<file path="src/rtl/j_snd_pkg.sv">
// j_snd_pkg: shared mode constants, transmitter state type and frame sizing helpers
package j_snd_pkg;
    localparam logic MODE_I2S = 1'b0;
    localparam logic MODE_LJ  = 1'b1;

    typedef enum logic [1:0] {IDLE, RUN, DRAIN} state_t;

    function automatic int frame_bits(int dw, int nch);
        return dw * nch;
    endfunction

    function automatic int level_bits(int depth);
        return $clog2(depth) + 1;
    endfunction
endpackage

</file>
<file path="src/rtl/j_snd_fifo.sv">
// j_snd_fifo: power-of-two frame FIFO with full/empty flags and occupancy count
module j_snd_fifo
    import j_snd_pkg::*;
#(
    parameter int W     = 32,
    parameter int DEPTH = 4
) (
    input  logic                         clk,
    input  logic                         rst_n,
    input  logic                         wr_en,
    input  logic                         rd_en,
    input  logic [W-1:0]                 wr_data,
    output logic [W-1:0]                 rd_data,
    output logic                         full,
    output logic                         empty,
    output logic [level_bits(DEPTH)-1:0] level
);
    localparam int AW = $clog2(DEPTH);
    localparam int LW = level_bits(DEPTH);

    logic [W-1:0]  mem [DEPTH];
    logic [AW-1:0] wp, rp;
    logic          do_wr, do_rd;

    // A pop never frees space for a write in the same cycle: full gates writes alone.
    assign full    = level == LW'(DEPTH);
    assign empty   = level == '0;
    assign do_wr   = wr_en && !full;
    assign do_rd   = rd_en && !empty;
    assign rd_data = mem[rp];

    always_ff @(posedge clk or negedge rst_n) begin
        if (!rst_n) begin
            wp    <= '0;
            rp    <= '0;
            level <= '0;
        end else begin
            if (do_wr) wp <= wp + 1'b1;
            if (do_rd) rp <= rp + 1'b1;
            level <= level + LW'(do_wr) - LW'(do_rd);
        end
    end

    always_ff @(posedge clk) begin
        if (do_wr) mem[wp] <= wr_data;
    end
endmodule

</file>
<file path="src/rtl/j_i2s_tx_mc.sv">
// j_i2s_tx_mc: multichannel I2S / left-justified transmitter fed by a frame FIFO
module j_i2s_tx_mc
    import j_snd_pkg::*;
#(
    parameter int DW    = 16,
    parameter int NCH   = 2,
    parameter int DEPTH = 4,
    parameter int DIV   = 4
) (
    input  logic                         sys_clk,
    input  logic                         xresetil,
    input  logic                         enable,
    input  logic                         mode,
    input  logic                         wr_en,
    input  logic [NCH*DW-1:0]            wr_data,
    output logic                         wr_ready,
    output logic                         xsck,
    output logic                         xws,
    output logic                         xi2stxd,
    output logic [NCH*DW-1:0]            snd_out,
    output logic                         snd_en,
    output logic [level_bits(DEPTH)-1:0] level,
    output logic                         underflow
);
    localparam int FB = frame_bits(DW, NCH);
    localparam int BW = $clog2(FB);
    localparam int CW = (DIV > 1) ? $clog2(DIV) : 1;

    state_t        state;
    logic [1:0]    rst_sync;
    logic [CW-1:0] div_cnt;
    logic [BW-1:0] bit_idx, nxt_idx;
    logic [FB-1:0] sh, fifo_q, ser, frame;
    logic          fifo_full, fifo_empty, mode_q;
    logic          tc, shift_ev, last, start, load, pop, drain_end;

    j_snd_fifo #(.W(FB), .DEPTH(DEPTH)) u_fifo (
        .clk(sys_clk), .rst_n(xresetil), .wr_en(wr_en), .rd_en(pop), .wr_data(wr_data),
        .rd_data(fifo_q), .full(fifo_full), .empty(fifo_empty), .level(level)
    );

    // Channel 0 goes out first, so it lands at the top of the shift register.
    for (genvar c = 0; c < NCH; c++) begin : g_ser
        assign ser[(NCH-1-c)*DW +: DW] = fifo_q[c*DW +: DW];
    end

    function automatic logic ws_of(logic m, logic [BW-1:0] b);
        logic [BW-1:0] i;
        i = (m == MODE_LJ) ? b : ((b == BW'(FB - 1)) ? '0 : b + 1'b1);
        return i >= BW'(FB / 2);
    endfunction

    assign tc        = div_cnt == CW'(DIV - 1);
    assign shift_ev  = state != IDLE && tc && xsck;
    assign last      = bit_idx == BW'(FB - 1);
    assign nxt_idx   = last ? '0 : bit_idx + 1'b1;
    assign start     = state == IDLE && enable && rst_sync[1];
    assign load      = start || (shift_ev && last && (state == RUN || enable));
    assign drain_end = shift_ev && last && state == DRAIN && !enable;
    assign pop       = load && !fifo_empty;
    assign frame     = fifo_empty ? '0 : ser;
    assign wr_ready  = !fifo_full;

    always_ff @(posedge sys_clk or negedge xresetil) begin
        if (!xresetil) begin
            state     <= IDLE;
            rst_sync  <= '0;
            div_cnt   <= '0;
            bit_idx   <= '0;
            sh        <= '0;
            mode_q    <= MODE_I2S;
            xsck      <= 1'b0;
            xws       <= 1'b0;
            xi2stxd   <= 1'b0;
            snd_out   <= '0;
            snd_en    <= 1'b0;
            underflow <= 1'b0;
        end else begin
            rst_sync <= {rst_sync[0], 1'b1};
            snd_en   <= pop;
            if (pop) snd_out <= fifo_q;
            if (load && fifo_empty) underflow <= 1'b1;
            div_cnt <= (state == IDLE || tc) ? '0 : div_cnt + 1'b1;
            xsck    <= state != IDLE && (xsck ^ tc);
            // A load presents bit 0 at once; every later bit follows a falling xsck.
            if (load) begin
                mode_q  <= mode;
                sh      <= frame << 1;
                xi2stxd <= frame[FB-1];
                xws     <= ws_of(mode, BW'(0));
                bit_idx <= '0;
            end else if (shift_ev) begin
                sh      <= sh << 1;
                xi2stxd <= sh[FB-1];
                xws     <= ws_of(mode_q, nxt_idx);
                bit_idx <= nxt_idx;
            end
            if (start) state <= RUN;
            else if (drain_end) begin
                state   <= IDLE;
                xws     <= 1'b0;
                xi2stxd <= 1'b0;
            end
            else if (state == RUN && !enable) state <= DRAIN;
            else if (state == DRAIN && enable) state <= RUN;
        end
    end
endmodule

</file>
<file path="config.mk">
export PLATFORM = sky130hd
export DESIGN_NAME = j_i2s_tx_mc
export DESIGN_NICKNAME = d
export VERILOG_FILES = /design/src/rtl/j_snd_pkg.sv /design/src/rtl/j_snd_fifo.sv /design/src/rtl/j_i2s_tx_mc.sv
export SDC_FILE = /design/constraint.sdc
export NUM_CORES = 1
export LEC_CHECK = 0
export BUFFER_PORTS_ARGS = -buffer_cell sky130_fd_sc_hd__buf_2
export CAP_MARGIN = 20
export CORE_ASPECT_RATIO = 1.2
export CORE_MARGIN = 4
export CORE_UTILIZATION = 45
export CTS_BUF_LIST = sky130_fd_sc_hd__clkbuf_8
export DETAILED_ROUTE_END_ITERATION = 10
export GPL_TIMING_DRIVEN = 0
export PLACE_DENSITY = 0.65
export SLEW_MARGIN = 20
export SYNTH_ARGS = -nofsm -noshare
export SYNTH_HDL_FRONTEND = slang
export SYNTH_HIERARCHICAL = 1
export SYNTH_SLANG_ARGS = --single-unit
</file>
<file path="constraint.sdc">
create_clock -name sys_clk -period 3.4 [get_ports sys_clk]
set_clock_uncertainty 0.2 [all_clocks]
set_input_delay 0.17 -clock sys_clk [delete_from_list [all_inputs] [get_ports sys_clk]]
set_output_delay 0.17 -clock sys_clk [all_outputs]
set_load 0.005 [all_outputs]
</file>
# Yosys cells after proc, flatten, opt, wreduce, memory -nomap -nowiden
# Memory sizes are Yosys's and may differ from the RTL's.
# Index checks and enable logic that the tools add are counted.
dict set report op_classes {
  n_eq_ne 6
  n_mux 24
  n_addsub 7
  n_reduce_logical 26
  bitwise 1
  order_cmp 2
}
# operator n
set ops {}
lappend ops {{32-bit 2-to-1 mux} 3}
lappend ops {{5-bit 2-to-1 mux} 5}
lappend ops {{1-bit logical AND} 15}
lappend ops {{1-bit 2-to-1 mux} 11}
lappend ops {{5-bit by 1-bit adder with 5-bit output (second input constant)} 2}
lappend ops {{5-bit equality test (second input constant)} 2}
lappend ops {{2-bit 2-to-1 mux} 5}
lappend ops {{2-bit by 1-bit adder with 2-bit output (second input constant)} 3}
lappend ops {{1-bit by 5-bit greater-or-equal comparator with 1-bit output (second input constant)} 1}
lappend ops {{5-bit greater-or-equal comparator (second input constant)} 1}
lappend ops {{2-bit equality test (second input constant)} 2}
lappend ops {{2-bit nonzero test} 2}
lappend ops {{4-bit nonzero test} 1}
lappend ops {{3-bit by 1-bit adder with 3-bit output} 1}
lappend ops {{3-bit equality test (second input constant)} 1}
lappend ops {{1-bit logical NOT} 3}
lappend ops {{3-bit logical NOT} 1}
lappend ops {{1-bit logical OR} 3}
lappend ops {{3-bit by 1-bit subtractor with 3-bit output} 1}
lappend ops {{2-bit by 1-bit equality test with 1-bit output (second input constant)} 1}
lappend ops {{2-bit logical NOT} 1}
lappend ops {{1-bit bitwise XOR} 1}
dict set report word_totals {
  elab_cells 82
  out_inout_bits 41
  memories 1
  ff_bits 88
  inputBits 37
  mem_bits_rw 128
}
# name depth word_bits read_ports rd_clocked_by_memory_dff wr line
set memory_table {}
lappend memory_table {u_fifo.mem 4 32 1 0 1 j_snd_fifo.sv:21} ;# logic [W-1:0] mem [DEPTH];

# Logic depth before layout (Yosys ltp)
dict set report depth {
  depth_word 10
  mapped_depth 17
  mapped_depth_nobuf 14
}

# By module
# Netlist, hierarchy kept.
# module instances seq_area_each_um2 cells_each area_each_um2
set modules_own_cells {}
lappend modules_own_cells {j_snd_fifo 1 4018.9 209 5138.7}
lappend modules_own_cells {j_i2s_tx_mc 1 2001.9 391 3662.3}

# Least setup slack after synthesis
# OpenSTA, ideal clock, no wires.
dict set report synth_path {
  path_kind {reg-to-reg}
  from {reg bit_idx[0]}
  to {reg u_fifo.level[2]}
  setup_slack_ns -0.052
  n_path_buf 3
  path_stages_with_launch 18
  t_arrival_ns 3.129
  setup_ns 0.123
  required_ns 3.077
  period_less_slack_ns 3.452
  path_cell_list {dfrtp_1 ha_1 and3_1 ha_1 buf_2 nand4_1 or2_2 clkbuf_1 a21oi_4 buf_4 o31ai_1 inv_1 ha_1 inv_1 ha_1 fa_1 xnor2_1 xnor2_1}
}
dict set report synth_between {
  elab_chain_len 7
}
# element line
set synth_rtl {}
lappend synth_rtl {{start, declared} j_i2s_tx_mc.sv:32} ;# logic [BW-1:0] bit_idx, nxt_idx;
lappend synth_rtl {{start signal, assigned} j_i2s_tx_mc.sv:96} ;# bit_idx <= nxt_idx;
lappend synth_rtl {{5-bit equality test} j_i2s_tx_mc.sv:55} ;# assign last = bit_idx == BW'(FB - 1);
lappend synth_rtl {{1-bit logical AND (2 in series)} j_i2s_tx_mc.sv:58} ;# assign load = start || (shift_ev && last && (state == RUN || enable));
lappend synth_rtl {{1-bit logical OR} j_i2s_tx_mc.sv:58}
lappend synth_rtl {{1-bit logical AND} j_i2s_tx_mc.sv:60} ;# assign pop = load && !fifo_empty;
lappend synth_rtl {{named net pop} j_i2s_tx_mc.sv:35} ;# logic tc, shift_ev, last, start, load, pop, drain_end;
lappend synth_rtl {{1-bit logical AND} j_snd_fifo.sv:29} ;# assign do_rd = rd_en && !empty;
lappend synth_rtl {{named net u_fifo.do_rd} j_snd_fifo.sv:23} ;# logic do_wr, do_rd;
lappend synth_rtl {{3-bit by 1-bit subtractor with 3-bit output} j_snd_fifo.sv:40} ;# level <= level + LW'(do_wr) - LW'(do_rd);
lappend synth_rtl {{end signal, assigned} j_snd_fifo.sv:40}
lappend synth_rtl {{end, declared} j_snd_fifo.sv:16} ;# output logic [level_bits(DEPTH)-1:0] level
# The timed path passes the listed nets, and every way through them passes these cells.
# A chain may end at the register's enable or synchronous reset.

# Worst setup path in the final report
dict set report layout_path {
  from {reg u_fifo.level[1]}
  to {reg u_fifo.level[2]}
}
dict set report layout_between {
  elab_chain_len 5
  elab_cells_between_ends 9
  classes_between {add/sub: 2; eq/ne: 1; reduce/logical: 6}
}
# element line
set layout_rtl {}
lappend layout_rtl {{3-bit logical NOT (*)} j_snd_fifo.sv:27} ;# assign empty = level == '0;
lappend layout_rtl {{named net fifo_empty} j_i2s_tx_mc.sv:34} ;# logic fifo_full, fifo_empty, mode_q;
lappend layout_rtl {{1-bit logical NOT (*)} {j_snd_fifo.sv:29, j_i2s_tx_mc.sv:60}}
lappend layout_rtl {{1-bit logical AND} j_i2s_tx_mc.sv:60}
lappend layout_rtl {{1-bit logical AND (*)} j_snd_fifo.sv:29}
lappend layout_rtl {{named net u_fifo.do_rd} j_snd_fifo.sv:23}
lappend layout_rtl {{3-bit by 1-bit subtractor with 3-bit output (*)} j_snd_fifo.sv:40}
# Mark *: on every way through the listed nets, which the timed path passes. The rest lies on a longest branch.

==> impl_metrics.tcl <==
set metrics [dict create \
    grt_overflow 0 \
    antenna_found_initial 0 \
    syn_inst 600 \
    netlist_top_cells_area "edfxtp_1, dfrtp_1, mux4_2" \
    crit_path_top_delay_cell "nor3_1" \
    yosysWarnings 6 \
    drt_iter0_drc 489 \
    achievable-frequency_ghz 0.305 \
    hold_class "in2async" \
    route.detailed.drc 0 \
    fp.dieH_um 161 \
    yosysTopAreaCellShare_pct 43.7 \
    wl_per_cell_um 17.9 \
    drt-total-wl_mm 18.6 \
    synth_edf_count 128 \
    max_stage_delay_ns 1.03 \
    n_antenna_cell 0 \
    tightest_slew_ns 1.22 \
    ios 78 \
    slew_viol_final 0 \
    dpl.hpwl_mm 13.0 \
    cts_root_buf "clkbuf_8" \
    grt_max_degree 48 \
    place_congestion 0.836 \
    dieArea_mm2 0.0219 \
    critical_path_buf_inv_count 2 \
    clockBufferDepth 3 \
    portBuffers 77 \
    pwr_density_cell_mw_per_mm2 745 \
    syn_nets 648 \
    synth_async_sr_flop_share_pct 40.5 \
    grt_pass1_vias 5614 \
    cp_top_family "simple AND/OR/NAND/NOR gates" \
    finalCriticalPeriod_ns 3.27 \
    nFillCells 1566 \
    fp.dieW_um 136 \
    pre_cts_ws_ns -0.379 \
    ys_seq_area_share_pct 68.4 \
    drtPass1Iterations 6 \
    required_ns 3.58 \
    synth_top_area_cell "edfxtp_1" \
    nets 808 \
    timing.final.crit_share_pct 96.3 \
    grt_usage_pct 17.2 \
    postSynthAreaPerCell_um2 14.7 \
    routed-via-count 5479 \
    vdd_ir_drop_max_mv 0.362 \
    finalSetupViolCount 0 \
    htree_levels 2 \
    maxCapViolations 0 \
    ant_nets 0 \
    netlist-cell-type-count 53 \
    synth-seq-cells 215 \
    setup.worst_path.end_class "register" \
    run_status "finished, final reports clean" \
    setup_ws_ns 0.126 \
    grt_pass1_wl_mm 29.4 \
    rows 55 \
    hold_viol_final 0 \
    cts_inserted_buffers 34 \
    insertion_delay_ns 0.51 \
    syn2layout_area_growth_pct 22.3 \
    path_clk_slew_ns 0.06 \
    cts_tree "yes" \
    drive_gt1_share_pct 25.0 \
    synth-main-ff-cell "edfxtp_1" \
    synth.cell_area_mm2 0.00880 \
    core-area_mm2 0.0191 \
    holdWs_ns 0.0329 \
    clock_sinks 215 \
    critPathKind "reg2reg" \
    p_leak_uw 0.00436 \
    crit_chain "nor3_1 > a21oi_4 > o31ai_4 > inv_1 > ha_1 > inv_1 > ha_1 > fa_1 > xnor2_1 > xnor2_1" \
    via_per_inst 5.27 \
    maxSlewHeadroom_pct 18.3 \
    start_util_pct 46.2 \
    cp.arrival_ns 3.45 \
    start_kind "register" \
    worstPathMaxFanout 8 \
]
[power breakdown]
group	leakage [uW]	switching [uW]	internal (uW)	total, uW
sequential	0.00232	325	3430	3750
combinational	0.00167	1100	1010	2110
clock	0.000369	966	1190	2150
[per-layer routing]
layer | up-vias | wire length [um] | global-route usage (%)
li1 | 2548 | - | -
met1 | 2720 | 7580 | 22.0
met2 | 177 | 9700 | 29.3
met3 | 34 | 875 | 3.08
met4 | 0 | 431 | 6.65
met5 | - | 0 | 0
[final cells by class]
type	count	area [um2]	area share, %
flip-flops and latches	215	6020	56.0
clock inverters	22	155	1.44
multi-input cells	308	2440	22.7
clock buffers	38	523	4.86
well taps	256	320	2.98
repair buffers	127	953	8.86
plain buffers	36	206	1.92
inverters	38	143	1.33
[state kept, by name (all words and copies together), names as in the netlist, 3 cells and up]
signal / cells
bit_idx: 5
u_fifo/level: 3
sh: 31
u_fifo/mem: 128
snd_out: 32
[Yosys cell counts (all sizes together), types with 2 or more instances]
cell type / n
o31a: 2
dfrtp: 87
o21ai: 62
nor3: 5
xnor2: 6
nand4bb: 2
buf: 19
mux4: 32
nand2: 37
a21o: 2
o211ai: 3
nor2b: 30
nand4: 32
nor2: 7
and3b: 4
clkbuf: 20
mux2: 3
nand2b: 5
inv: 38
nand3: 32
xor2: 2
a21oi: 10
ha: 10
nor3b: 3
edfxtp: 128
[layout by cell type (no fill, tap or decap), types with 6 or more instances in the layout]
master	synthesis	final
buf_2	10	84
nor2_1	7	7
buf_4	1	11
dfrtp_1	87	87
a21oi_1	9	9
nand2_1	37	37
o21ai_0	62	62
inv_1	38	44
clkbuf_8	0	38
ha_1	10	9
dlygate4sd3_1	0	36
nor2b_1	30	30
nand3_1	32	32
xnor2_1	6	6
mux4_2	28	28
edfxtp_1	128	128
nand4_1	32	32
clkinv_2	0	6
clkbuf_1	19	18
[repair_timing]
action / in CTS / in global routing
cloned: 0 / 0
gates resized for setup: 3 / 1
endpoints found under the setup margin: 2 / 2
hold endpoints to repair: 223 / 0
pin swaps: 1 / 2
hold buffers: 36 / 0
setup buffers: 6 / 3
[final timing paths]
check	end	from	slack, ns	cells past startpoint
worst max-delay path	u_fifo/level[2]$_DFF_PN0_	u_fifo/level[1]$_DFF_PN0_	0.13	10
min in group sys_clk	rst_sync[1]$_DFF_PN0_	rst_sync[0]$_DFF_PN0_	0.15	0
worst min-delay path	sh[4]$_DFFE_PN0P_	xresetil	0.03	2
worst min register to register	rst_sync[1]$_DFF_PN0_	rst_sync[0]$_DFF_PN0_	0.15	0
worst max register to register	u_fifo/level[2]$_DFF_PN0_	u_fifo/level[1]$_DFF_PN0_	0.13	10
max in group asynchronous	u_fifo/wp[1]$_DFFE_PN0P_	xresetil	2.34	3
[cell families after synthesis]
family / synth area share [%]
and+or+nand+nor: 10.3
adders and majority gates: 1.65
muxes: 8.86
xor gates and xnor gates: 0.796
other: 0.0426
AOI/OAI and AO/OA: 5.77
buffers and inverters: 4.12
DFF: 68.4
[stage by stage]
| step | setup TNS, ns | total power [uW] | util [%] | std cells | cell area [um2] |
|---|---|---|---|---|---|
| detailed placement | -0.619 | 5860 | 50.6 | 938 | 9650 |
| floorplan | 0 | 5050 | - | 600 | 8800 |
| CTS | 0 | 8090 | 56.3 | 1039 | 10700 |
| global route | -0.0184 | 8490 | 56.4 | 1040 | 10800 |
| finish | 0 | 8020 | 56.4 | 1040 | 10800 |
| global placement | -0.426 | 5690 | 49.9 | 933 | 9510 |
Note: power is estimated with default switching activity, not from simulation.
